==> src/rtl/uart_tx_fifo_if.sv <==
// -----------------------------------------------------------------------------
// uart_tx_fifo_if
// Byte handshake between a producer and the buffered UART transmitter.
//   tx_data  : byte offered by the producer
//   tx_valid : producer has a byte on tx_data
//   tx_ready : transmitter FIFO can take a byte this cycle
// A byte is transferred on a rising clock edge where tx_valid && tx_ready.
// -----------------------------------------------------------------------------
interface uart_tx_fifo_if;
    logic [7:0] tx_data;
    logic       tx_valid;
    logic       tx_ready;

    modport master (
        output tx_data,
        output tx_valid,
        input  tx_ready
    );

    modport slave (
        input  tx_data,
        input  tx_valid,
        output tx_ready
    );
endinterface

==> src/rtl/uart_tx_fifo.sv <==
// -----------------------------------------------------------------------------
// uart_tx_fifo
// Buffered 8N1 UART transmitter. Bytes arrive over a valid/ready handshake into
// a circular FIFO and are serialised on tx at CLOCK_FREQ/BAUD_RATE clocks per
// bit: start bit (0), 8 data bits LSB first, stop bit (1). Queued bytes are sent
// back to back with no idle gap between frames.
//
// Ports:
//   clk        : system clock, rising edge
//   rst_n      : asynchronous active-low reset (truncates any frame in flight)
//   bus        : slave side of the byte handshake (tx_data/tx_valid/tx_ready)
//   tx         : registered serial output, idles high
//   busy       : FIFO non-empty or a frame is being shifted out
//   fifo_count : bytes waiting in the FIFO (the byte being shifted is excluded)
// -----------------------------------------------------------------------------
module uart_tx_fifo #(
    parameter int CLOCK_FREQ = 100_000_000,
    parameter int BAUD_RATE  = 115200,
    parameter int FIFO_DEPTH = 16
) (
    input  logic                        clk,
    input  logic                        rst_n,
    uart_tx_fifo_if.slave               bus,
    output logic                        tx,
    output logic                        busy,
    output logic [$clog2(FIFO_DEPTH):0] fifo_count
);

    localparam int CLKS_PER_BIT = CLOCK_FREQ / BAUD_RATE;
    localparam int AW           = $clog2(FIFO_DEPTH);
    localparam int CW           = AW + 1;
    localparam int BW           = (CLKS_PER_BIT > 1) ? $clog2(CLKS_PER_BIT) : 1;

    localparam logic [BW-1:0] BAUD_LAST  = BW'(CLKS_PER_BIT - 1);
    localparam logic [CW-1:0] COUNT_FULL = CW'(FIFO_DEPTH);

    typedef enum logic [1:0] {IDLE, START, DATA, STOP} state_t;

    // Serializer state
    state_t        state_reg, state_next;
    logic [BW-1:0] baud_reg,  baud_next;
    logic [2:0]    bit_reg,   bit_next;
    logic [7:0]    shift_reg, shift_next;
    logic          tx_reg,    tx_next;

    // FIFO state
    logic [7:0]    mem [FIFO_DEPTH];
    logic [AW-1:0] wr_ptr_reg;
    logic [AW-1:0] rd_ptr_reg;
    logic [CW-1:0] count_reg;
    logic          ready;
    logic          push;
    logic          pop;
    logic [7:0]    head;

    // Ready depends only on the current count, so a pop on the same edge
    // never lets a push in early.
    assign ready        = (count_reg != COUNT_FULL);
    assign push         = bus.tx_valid && ready;
    assign head         = mem[rd_ptr_reg];

    assign bus.tx_ready = ready;
    assign tx           = tx_reg;
    assign busy         = (state_reg != IDLE) || (count_reg != '0);
    assign fifo_count   = count_reg;

    // ------------------------------------------------------------------
    // FIFO storage: no reset on the array; emptiness is tracked by the
    // pointers and count, so stale contents are never observed.
    // ------------------------------------------------------------------
    always_ff @(posedge clk) begin
        if (push) begin
            mem[wr_ptr_reg] <= bus.tx_data;
        end
    end

    // Pointers wrap naturally because FIFO_DEPTH is a power of two.
    always_ff @(posedge clk or negedge rst_n) begin
        if (!rst_n) begin
            wr_ptr_reg <= '0;
            rd_ptr_reg <= '0;
            count_reg  <= '0;
        end else begin
            if (push) begin
                wr_ptr_reg <= wr_ptr_reg + AW'(1);
            end
            if (pop) begin
                rd_ptr_reg <= rd_ptr_reg + AW'(1);
            end
            if (push && !pop) begin
                count_reg <= count_reg + CW'(1);
            end else if (pop && !push) begin
                count_reg <= count_reg - CW'(1);
            end
        end
    end

    // ------------------------------------------------------------------
    // Serializer: state register
    // ------------------------------------------------------------------
    always_ff @(posedge clk or negedge rst_n) begin
        if (!rst_n) begin
            state_reg <= IDLE;
            baud_reg  <= '0;
            bit_reg   <= '0;
            shift_reg <= '0;
            tx_reg    <= 1'b1;
        end else begin
            state_reg <= state_next;
            baud_reg  <= baud_next;
            bit_reg   <= bit_next;
            shift_reg <= shift_next;
            tx_reg    <= tx_next;
        end
    end

    // ------------------------------------------------------------------
    // Serializer: next state. The baud counter restarts at 0 on every
    // state entry; a bit ends when it reaches BAUD_LAST.
    // ------------------------------------------------------------------
    always_comb begin
        state_next = state_reg;
        baud_next  = baud_reg + BW'(1);
        bit_next   = bit_reg;
        shift_next = shift_reg;
        pop        = 1'b0;

        case (state_reg)
            IDLE: begin
                baud_next = '0;
                if (count_reg != '0) begin
                    pop        = 1'b1;
                    shift_next = head;
                    state_next = START;
                end
            end
            START: begin
                if (baud_reg == BAUD_LAST) begin
                    baud_next  = '0;
                    bit_next   = '0;
                    state_next = DATA;
                end
            end
            DATA: begin
                if (baud_reg == BAUD_LAST) begin
                    baud_next  = '0;
                    shift_next = {1'b0, shift_reg[7:1]};
                    if (bit_reg == 3'd7) begin
                        state_next = STOP;
                    end else begin
                        bit_next = bit_reg + 3'd1;
                    end
                end
            end
            STOP: begin
                if (baud_reg == BAUD_LAST) begin
                    baud_next = '0;
                    // Chain straight into the next frame when data is waiting.
                    if (count_reg != '0) begin
                        pop        = 1'b1;
                        shift_next = head;
                        state_next = START;
                    end else begin
                        state_next = IDLE;
                    end
                end
            end
            default: begin
                baud_next  = '0;
                state_next = IDLE;
            end
        endcase

        // tx is registered from the upcoming state so the line changes on
        // the same edge the state does.
        case (state_next)
            START:   tx_next = 1'b0;
            DATA:    tx_next = shift_next[0];
            default: tx_next = 1'b1;
        endcase
    end

endmodule

==> src/flat_wrapper.sv <==
// flat-port wrapper written by rule: the top's interface ports become plain ports
module uart_tx_fifo_flat 
#(
    parameter int CLOCK_FREQ = 100_000_000,
    parameter int BAUD_RATE  = 115200,
    parameter int FIFO_DEPTH = 16
)
  (clk, rst_n, tx, busy, fifo_count, bus_tx_data, bus_tx_valid, bus_tx_ready);
  uart_tx_fifo_if bus_i ();
  input  logic clk;
  input  logic rst_n;
  output logic tx;
  output logic busy;
  output logic [$clog2(FIFO_DEPTH):0] fifo_count;
  input wire logic [$bits(bus_i.tx_data)-1:0] bus_tx_data;
  input wire logic [$bits(bus_i.tx_valid)-1:0] bus_tx_valid;
  output wire logic [$bits(bus_i.tx_ready)-1:0] bus_tx_ready;
  assign bus_i.tx_data = bus_tx_data;
  assign bus_i.tx_valid = bus_tx_valid;
  assign bus_tx_ready = bus_i.tx_ready;
  uart_tx_fifo #(.CLOCK_FREQ(CLOCK_FREQ), .BAUD_RATE(BAUD_RATE), .FIFO_DEPTH(FIFO_DEPTH)) u_core (.clk(clk), .rst_n(rst_n), .bus(bus_i), .tx(tx), .busy(busy), .fifo_count(fifo_count));
endmodule
==> config.mk <==
export PLATFORM = sky130hd
export DESIGN_NAME = uart_tx_fifo_flat
export DESIGN_NICKNAME = d
export VERILOG_FILES = /design/src/rtl/uart_tx_fifo_if.sv /design/src/rtl/uart_tx_fifo.sv /design/src/flat_wrapper.sv
export SDC_FILE = /design/constraint.sdc
export NUM_CORES = 1
export LEC_CHECK = 0
export BUFFER_PORTS_ARGS = -buffer_cell sky130_fd_sc_hd__buf_2
export CORE_ASPECT_RATIO = 2
export CORE_MARGIN = 5
export CORE_UTILIZATION = 55
export CTS_CLUSTER_SIZE = 10
export DETAILED_ROUTE_END_ITERATION = 7
export PLACE_DENSITY = 0.72
export SLEW_MARGIN = 20
export SYNTH_ARGS = -nofsm -noshare
export SYNTH_HDL_FRONTEND = slang
export SYNTH_SLANG_ARGS = --single-unit
==> constraint.sdc <==
create_clock -name clk -period 4.5 [get_ports clk]
set_clock_uncertainty 0.05 [all_clocks]
set_input_delay 0.9 -clock clk [delete_from_list [all_inputs] [get_ports clk]]
set_output_delay 0.9 -clock clk [all_outputs]
set_load 0.05 [all_outputs]
==> results of run 1 <==
-- cell families (layout without fill, tap and decap cells) --
| logic type | after synthesis | in the layout |
|---|---|---|
| adders and majority gates | 18 | 18 |
| AOI/OAI and AO/OA | 48 | 48 |
| DFF | 165 | 165 |
| and+or+nand+nor | 79 | 79 |
| xor gates and xnor gates | 19 | 19 |
| buffers and inverters | 30 | 64 |
| muxes | 45 | 45 |
-- cells in the mapped netlist (all sizes together), types with 2 or more instances --
cell type  number
and3            2
nand3           4
clkbuf          8
dfrtp          36
xnor2          11
a221o           7
nand4           4
nand2b          2
a21o            3
xor2            8
mux4           33
nor2           28
inv            10
o21ai           4
nor3b           2
ha             17
nor3           10
a21oi           5
a22o            5
mux2            2
edfxtp        128
nor2b           7
mux2i          10
and2            2
buf            12
nand2          15
a211oi         12
o31ai           2
-- per-stage QoR --
| stage | hold slack (ns) | cells | worst slack [ns] | cell area [sq um] | utilization (%) |
|---|---|---|---|---|---|
| 2_1_floorplan | 0.4049 | 404 | 1.013 | 6958 | - |
| 3_3_place_gp | 0.4191 | 556 | 1.467 | 7187 | 57.58 |
| 3_5_place_dp | 0.4380 | 556 | 1.356 | 7187 | 57.58 |
| 4_1_cts | 0.4518 | 588 | 1.300 | 7789 | 62.40 |
| 5_1_grt | 0.4770 | 588 | 1.036 | 7789 | 62.40 |
| 6_report | 0.4426 | 588 | 1.324 | 7789 | 62.40 |
-- power breakdown --
group / internal (mW) / switching (mW)
Sequential: 1.81 / 0.0964
Combinational: 0.169 / 0.337
Clock: 0.799 / 0.660
Total: 2.77 / 1.09
-- routing by layer --
metal,vias to the layer above,part of all wire [%],global-route usage [%]
li1,1620,-,-
met1,1854,35,19.58
met2,50,62,36.33
met3,14,2.3,3.702
met4,0,1.4,5.833
met5,-,0,0
-- worst register-to-register path, delay by kind of cell (launching register included) --
family | cells | cell delay (ns)
fa+ha+maj | 3 | 0.73
simple gates | 3 | 0.77
buf+inv | 2 | 0.24
flops | 1 | 0.39
xor+xnor | 2 | 0.30
compound gates | 3 | 0.58
-- worst max path at each step --
stage	slack (ns)	startpoint	endpoint	cells past startpoint
final	1.32	u_core.baud_reg[0]	u_core.fifo_count[4]	13
after global routing	1.04	u_core.baud_reg[0]	u_core.fifo_count[4]	13
after CTS	1.30	u_core.baud_reg[0]	u_core.fifo_count[4]	13
after detailed placement	1.36	u_core.baud_reg[0]	u_core.fifo_count[4]	13
after global placement	1.47	u_core.baud_reg[0]	u_core.fifo_count[4]	13
after floorplan	1.01	u_core.fifo_count[0]	u_core.fifo_count[4]	13
-- layout by cell type (no fill, tap or decap), types with 11 or more instances in the layout --
cell type / n
a211oi_1: 12
dfrtp_1: 35
nand2_1: 15
ha_1: 17
edfxtp_1: 128
buf_2: 18
mux4_2: 33
nor2_1: 27
clkbuf_16: 17
xnor2_1: 11
-- final cells by class --
class	count	area, sq um
multi-input cells	209	2069
repair buffers	22	120.1
well taps	150	187.7
clock buffers	17	425.4
inverters	10	37.54
clock inverters	15	176.4
flip-flops and latches	165	4772
fillers	909	4693
==> flow_metrics.env, run 1 <==
export IMPL_max_cap_viol_count=0
export IMPL_yosysWarningCount=0
export IMPL_power_density_mw_per_mm2=496.5
export IMPL_synth_top_area_share_pct=55.24
export IMPL_initial_core_util_pct=55.74
export IMPL_synth_top_cell_by_area="edfxtp_1"
export IMPL_fin_setup_tns_ns=0
export IMPL_outcome="completed"
export IMPL_number_of_antenna_violations_at_the_first_check_in_global_routing=0
export IMPL_timing_max_transition_violations_final=0
export IMPL_clk_path_buf_depth=2
export IMPL_design_core_area_sq_mm=0.01248
export IMPL_critPathSlowestCell="nor3_2"
export IMPL_rr_endpoint="u_core.fifo_count[4]"
export IMPL_synthTopCellsByArea="edfxtp_1 (55%), dfrtp_1 (13%), mux4_2 (11%)"
export IMPL_timing_critical_path_arrival_ns=3.42
export IMPL_grt_max_degree=38
export IMPL_path_class="register to register"
export IMPL_synthXorXnorAreaFrac_pct=2.392
export IMPL_synth_adder_area_share_pct=3.345
export IMPL_final_antenna_net_count=0
export IMPL_worst_hold_startpoint="u_core.baud_reg[0]"
export IMPL_cts_tree="done"
export IMPL_worst_ep_required_time_ns=4.74
export IMPL_mux_cell_area_share_after_synthesis_pct=12.44
export IMPL_cp_end_kind="register"
export IMPL_tightest_hold_check_type="register to register"
export IMPL_synth_cells=404
export IMPL_cts_hold_buffers_added=0
export IMPL_critPathMaxFanout=5
export IMPL_detailedRoute_firstIterationViolations=161
export IMPL_timing_rr_start="u_core.baud_reg[0]"
export IMPL_clock_root_buffer="clkbuf_16"
export IMPL_largest_register_ffs=128
export IMPL_maximum_frequency_from_static_timing_analysis_mhz=314.9
export IMPL_synth_avg_cell_area_sq_um=17.22
export IMPL_synthesis_area_sq_mm=0.006958
export IMPL_worstPathCellList="ha_1 -> nor3b_2 -> a41oi_2 -> nor3_2 -> inv_1 -> ha_1 -> inv_1 -> ha_1 -> a21o_1 -> a21oi_1 -> xnor2_1 -> nor2_1 -> xor2_1"
export IMPL_die_h_um=169.1
export IMPL_fraction_of_the_mapped_netlist_area_in_simple_logic_gates_pct=5.682
export IMPL_std_cell_rows=58
export IMPL_placer_s_final_routability_congestion_estimate=0.8093
export IMPL_vias_per_cell=6.017
export IMPL_drtPass1Iterations=4
export IMPL_die_area_sq_mm=0.01514
export IMPL_post_layout_total_power_mw=3.867
export IMPL_reg2reg_depth=13
export IMPL_clock_sink_count=165
export IMPL_synth_seq_area_share_pct=68.57
export IMPL_area_growth_pct=11.94
export IMPL_finalCriticalPeriod_ns=3.176
export IMPL_synth_top_family_by_area="multiplexers"
export IMPL_num_vias=3538
export IMPL_synth_edf_count=128
export IMPL_wire_per_inst_um=22.12
export IMPL_critical_path_max_stage_delay_ns=0.42
export IMPL_buffer_ports_inserted=18
export IMPL_timing_hold_violations_final=0
export IMPL_num_antenna_cells=0
export IMPL_cts_post_setup_buffers_inserted=0
export IMPL_crit_buf_inv=2
export IMPL_post_route_cells_drive_above_1_share_pct=23.06
export IMPL_static_leakage_power_nw=2.744
export IMPL_synth_cell_types=52
export IMPL_total_cts_buffers=17
export IMPL_clk_pin_slew_worst_paths_ns=0.07
export IMPL_synth_fp_nets=433
export IMPL_setup_violations_final=0
export IMPL_slew_limit_headroom_pct=29.91
export IMPL_peakVddDrop_mv=0.4200
export IMPL_ys_async_sr_fraction_pct=22.42
export IMPL_cts_resized=0
export IMPL_critical_path_startpoint_type="register"
export IMPL_ff2ff_setup_slack_ns=1.32
export IMPL_critical_path_top_delay_family="simple AND/OR/NAND/NOR gates"
export IMPL_clock_latency_ns=0.43
export IMPL_grt_setup_unrepaired="no"
export IMPL_dp_final_hpwl_um=8964
export IMPL_global_route_usage_sum_pct=18.87
export IMPL_min_delay_worst_endpoint="u_core.baud_reg[0]"
export IMPL_yosys_most_used_dff="edfxtp_1"
export IMPL_finalNetCount=454
export IMPL_crit_top_cell="ha_1"
export IMPL_io_pins=19
export IMPL_route_final_wire_length_um=13010
export IMPL_compound_gate_portion_of_the_synthesized_area_pct=5.664
export IMPL_drc=0
export IMPL_hold_path_depth=1
export IMPL_synth_seq_cells=165
export IMPL_die_x_um=89.53
export IMPL_post_route_period_util_pct=70.58
export IMPL_cts_htree_levels=4
export IMPL_grt_ovfl_total=0
export IMPL_grt_first_pass_wirelength_um=20470
export IMPL_timing_worst_slew_pin_value_ns=1.051
export IMPL_first_global_vias=3777
No activity file was read; power rests on OpenSTA's default activity.
==> run 2, diff against run 1 <==
Clock period 4.5 ns to 3 ns, I/O delays scaled along.
==> run 2 against run 1 <==
Sequential power increased by 50%. Register-to-register slack got worse by 1.1 ns. Flip-flop and latch count unchanged. Routed wire length increased by 2.7%. Critical path depth unchanged. Critical path type unchanged. Via count increased by 2.5%. Clock power increased by 43%. Combinational power increased by 63%. Largest cell class unchanged. Worst setup slack got worse by 1.1 ns. Core utilization increased by 1.5 points. Die area unchanged. Total power increased by 49%.
==> flow_metrics.env, run 2 (synthesis gave the netlist of run 1 again) <==
export IMPL_grt_setup_unrepaired="no"
export IMPL_max_cap_viol_count=0
export IMPL_timing_critical_path_arrival_ns=3.05
export IMPL_finalNetCount=477
export IMPL_post_layout_total_power_mw=5.763
export IMPL_grt_first_pass_wirelength_um=21130
export IMPL_fin_setup_tns_ns=0
export IMPL_power_density_mw_per_mm2=722.3
export IMPL_worst_ep_required_time_ns=3.25
export IMPL_initial_core_util_pct=55.74
export IMPL_critical_path_startpoint_type="register"
export IMPL_gr_usage_met3_pct=4.043
export IMPL_die_h_um=169.1
export IMPL_cp_end_kind="register"
export IMPL_outcome="completed"
export IMPL_final_antenna_net_count=0
export IMPL_detailedRoute_firstIterationViolations=210
export IMPL_timing_worst_slew_pin_value_ns=0.8377
export IMPL_total_cts_buffers=17
export IMPL_path_class="register to register"
export IMPL_number_of_antenna_violations_at_the_first_check_in_global_routing=0
export IMPL_cts_tree="done"
export IMPL_static_leakage_power_nw=2.858
export IMPL_die_area_sq_mm=0.01514
export IMPL_largest_register_ffs=128
export IMPL_critPathMaxFanout=4
export IMPL_met1_usage_pct=20.41
export IMPL_final_fill_count=842
export IMPL_clock_latency_ns=0.42
export IMPL_cts_post_setup_buffers_inserted=0
export IMPL_timing_hold_violations_final=0
export IMPL_clock_root_buffer="clkbuf_16"
export IMPL_buffer_ports_inserted=18
export IMPL_global_route_usage_sum_pct=19.55
export IMPL_num_vias=3626
export IMPL_area_growth_pct=14.67
export IMPL_first_global_vias=3853
export IMPL_die_x_um=89.53
export IMPL_cts_htree_levels=4
export IMPL_timing_max_transition_violations_final=0
export IMPL_tightest_hold_check_type="primary input to async pin"
export IMPL_drc=0
export IMPL_most_used_routing_layer_in_global_routing="met2"
export IMPL_vias_per_cell=5.935
export IMPL_clk_pin_slew_worst_paths_ns=0.07
export IMPL_clock_sink_count=165
export IMPL_met2_track_usage_gr_pct=36.75
export IMPL_grt_max_degree=38
export IMPL_slew_limit_headroom_pct=44.16
export IMPL_drtPass1Iterations=4
export IMPL_route_final_wire_length_um=13360
export IMPL_grt_ovfl_total=0
export IMPL_dp_final_hpwl_um=9370
export IMPL_post_route_cells_drive_above_1_share_pct=27.77
export IMPL_finalCriticalPeriod_ns=2.804
export IMPL_layout_cells_most_common_list="edfxtp_1 (128), mux4_2 (33), dfrtp_1 (32)"
export IMPL_io_pins=19
export IMPL_maximum_frequency_from_static_timing_analysis_mhz=356.7
export IMPL_peakVddDrop_mv=0.5534
export IMPL_num_antenna_cells=0
export IMPL_most_common_cell_after_layout_fill_and_taps_aside="edfxtp_1"
export IMPL_setup_violations_final=0
export IMPL_clk_path_buf_depth=2
export IMPL_placer_s_final_routability_congestion_estimate=0.8444
export IMPL_design_core_area_sq_mm=0.01248
export IMPL_std_cell_rows=58
export IMPL_post_route_period_util_pct=93.46
export IMPL_wire_per_inst_um=21.86
## run 2: changes by cell type in the layout (fill, tap and decap cells not counted), sizes merged
cell | previous run | this run
buf | 22 | 45
clkbuf | 17 | 18
clkinv | 4 | 3
## run 2: worst paths after layout
path / startpoint / to / slack (ns) / cells after the start
hold reg to reg: u_core.baud_reg[0] / u_core.baud_reg[0] / 0.44 / 1
min in group clk: u_core.baud_reg[0] / u_core.baud_reg[0] / 0.44 / 1
setup reg to reg: u_core.baud_reg[0] / u_core.fifo_count[4] / 0.20 / 13
hold / removal: rst_n / u_core.fifo_count[1] / 0.23 / 1
setup / recovery: u_core.baud_reg[0] / u_core.fifo_count[4] / 0.20 / 13
max in group asynchronous: rst_n / u_core.rd_ptr_reg[0] / 2.10 / 1
## run 2: final cells by class
type	instances	area (sq um)	share of cell area [%]
Sequential cell	165	4776	59.86
Tap cell	150	187.7	2.352
Clock buffer	18	429.2	5.379
Clock inverter	14	138.9	1.741
Timing Repair Buffer	45	317.8	3.983
Multi-Input combinational cell	209	2092	26.22
Inverter	10	37.54	0.4704
## run 2: critical path, stage by stage (launching register included)
cell,delay [ns]
dfrtp_1,0.41
ha_1,0.24
nor3b_2,0.19
a41oi_4,0.31
nor3_2,0.09
inv_1,0.06
ha_2,0.19
inv_2,0.07
fa_1,0.41
a21o_1,0.18
a21oi_2,0.15
xnor2_1,0.12
nor2_1,0.06
xor2_1,0.14
## run 2: routing by layer
layer / up-vias / wire length [um]
met5: - / 0
met4: 0 / 257
met3: 15 / 421
met2: 81 / 8041
met1: 1859 / 4637
li1: 1671 / -
## run 2: report_power, final
part | leakage, nW | switching (mW) | internal, mW
registers | 1.61 | 0.140 | 2.71
logic | 0.971 | 0.514 | 0.309
clock network | 0.278 | 0.920 | 1.17
total | 2.86 | 1.57 | 4.19
## run 2: repair_timing
item,in CTS,in global routing
gates resized for setup,0,1
hold buffers,0,0
endpoints found under the setup margin,0,1
## run 2: per-stage QoR
stage | area (sq um) | instances | hold slack (ns) | setup WS [ns] | utilization [%]
2_1_floorplan | 6988 | 404 | 0.2544 | 0.02007 | -
3_3_place_gp | 7400 | 579 | 0.4198 | 0.2159 | 59.28
3_5_place_dp | 7400 | 579 | 0.4351 | 0.1816 | 59.28
4_1_cts | 7968 | 611 | 0.2486 | 0.1625 | 63.83
5_1_grt | 7979 | 611 | 0.2902 | 0.01182 | 63.92
6_report | 7979 | 611 | 0.2268 | 0.1963 | 63.92
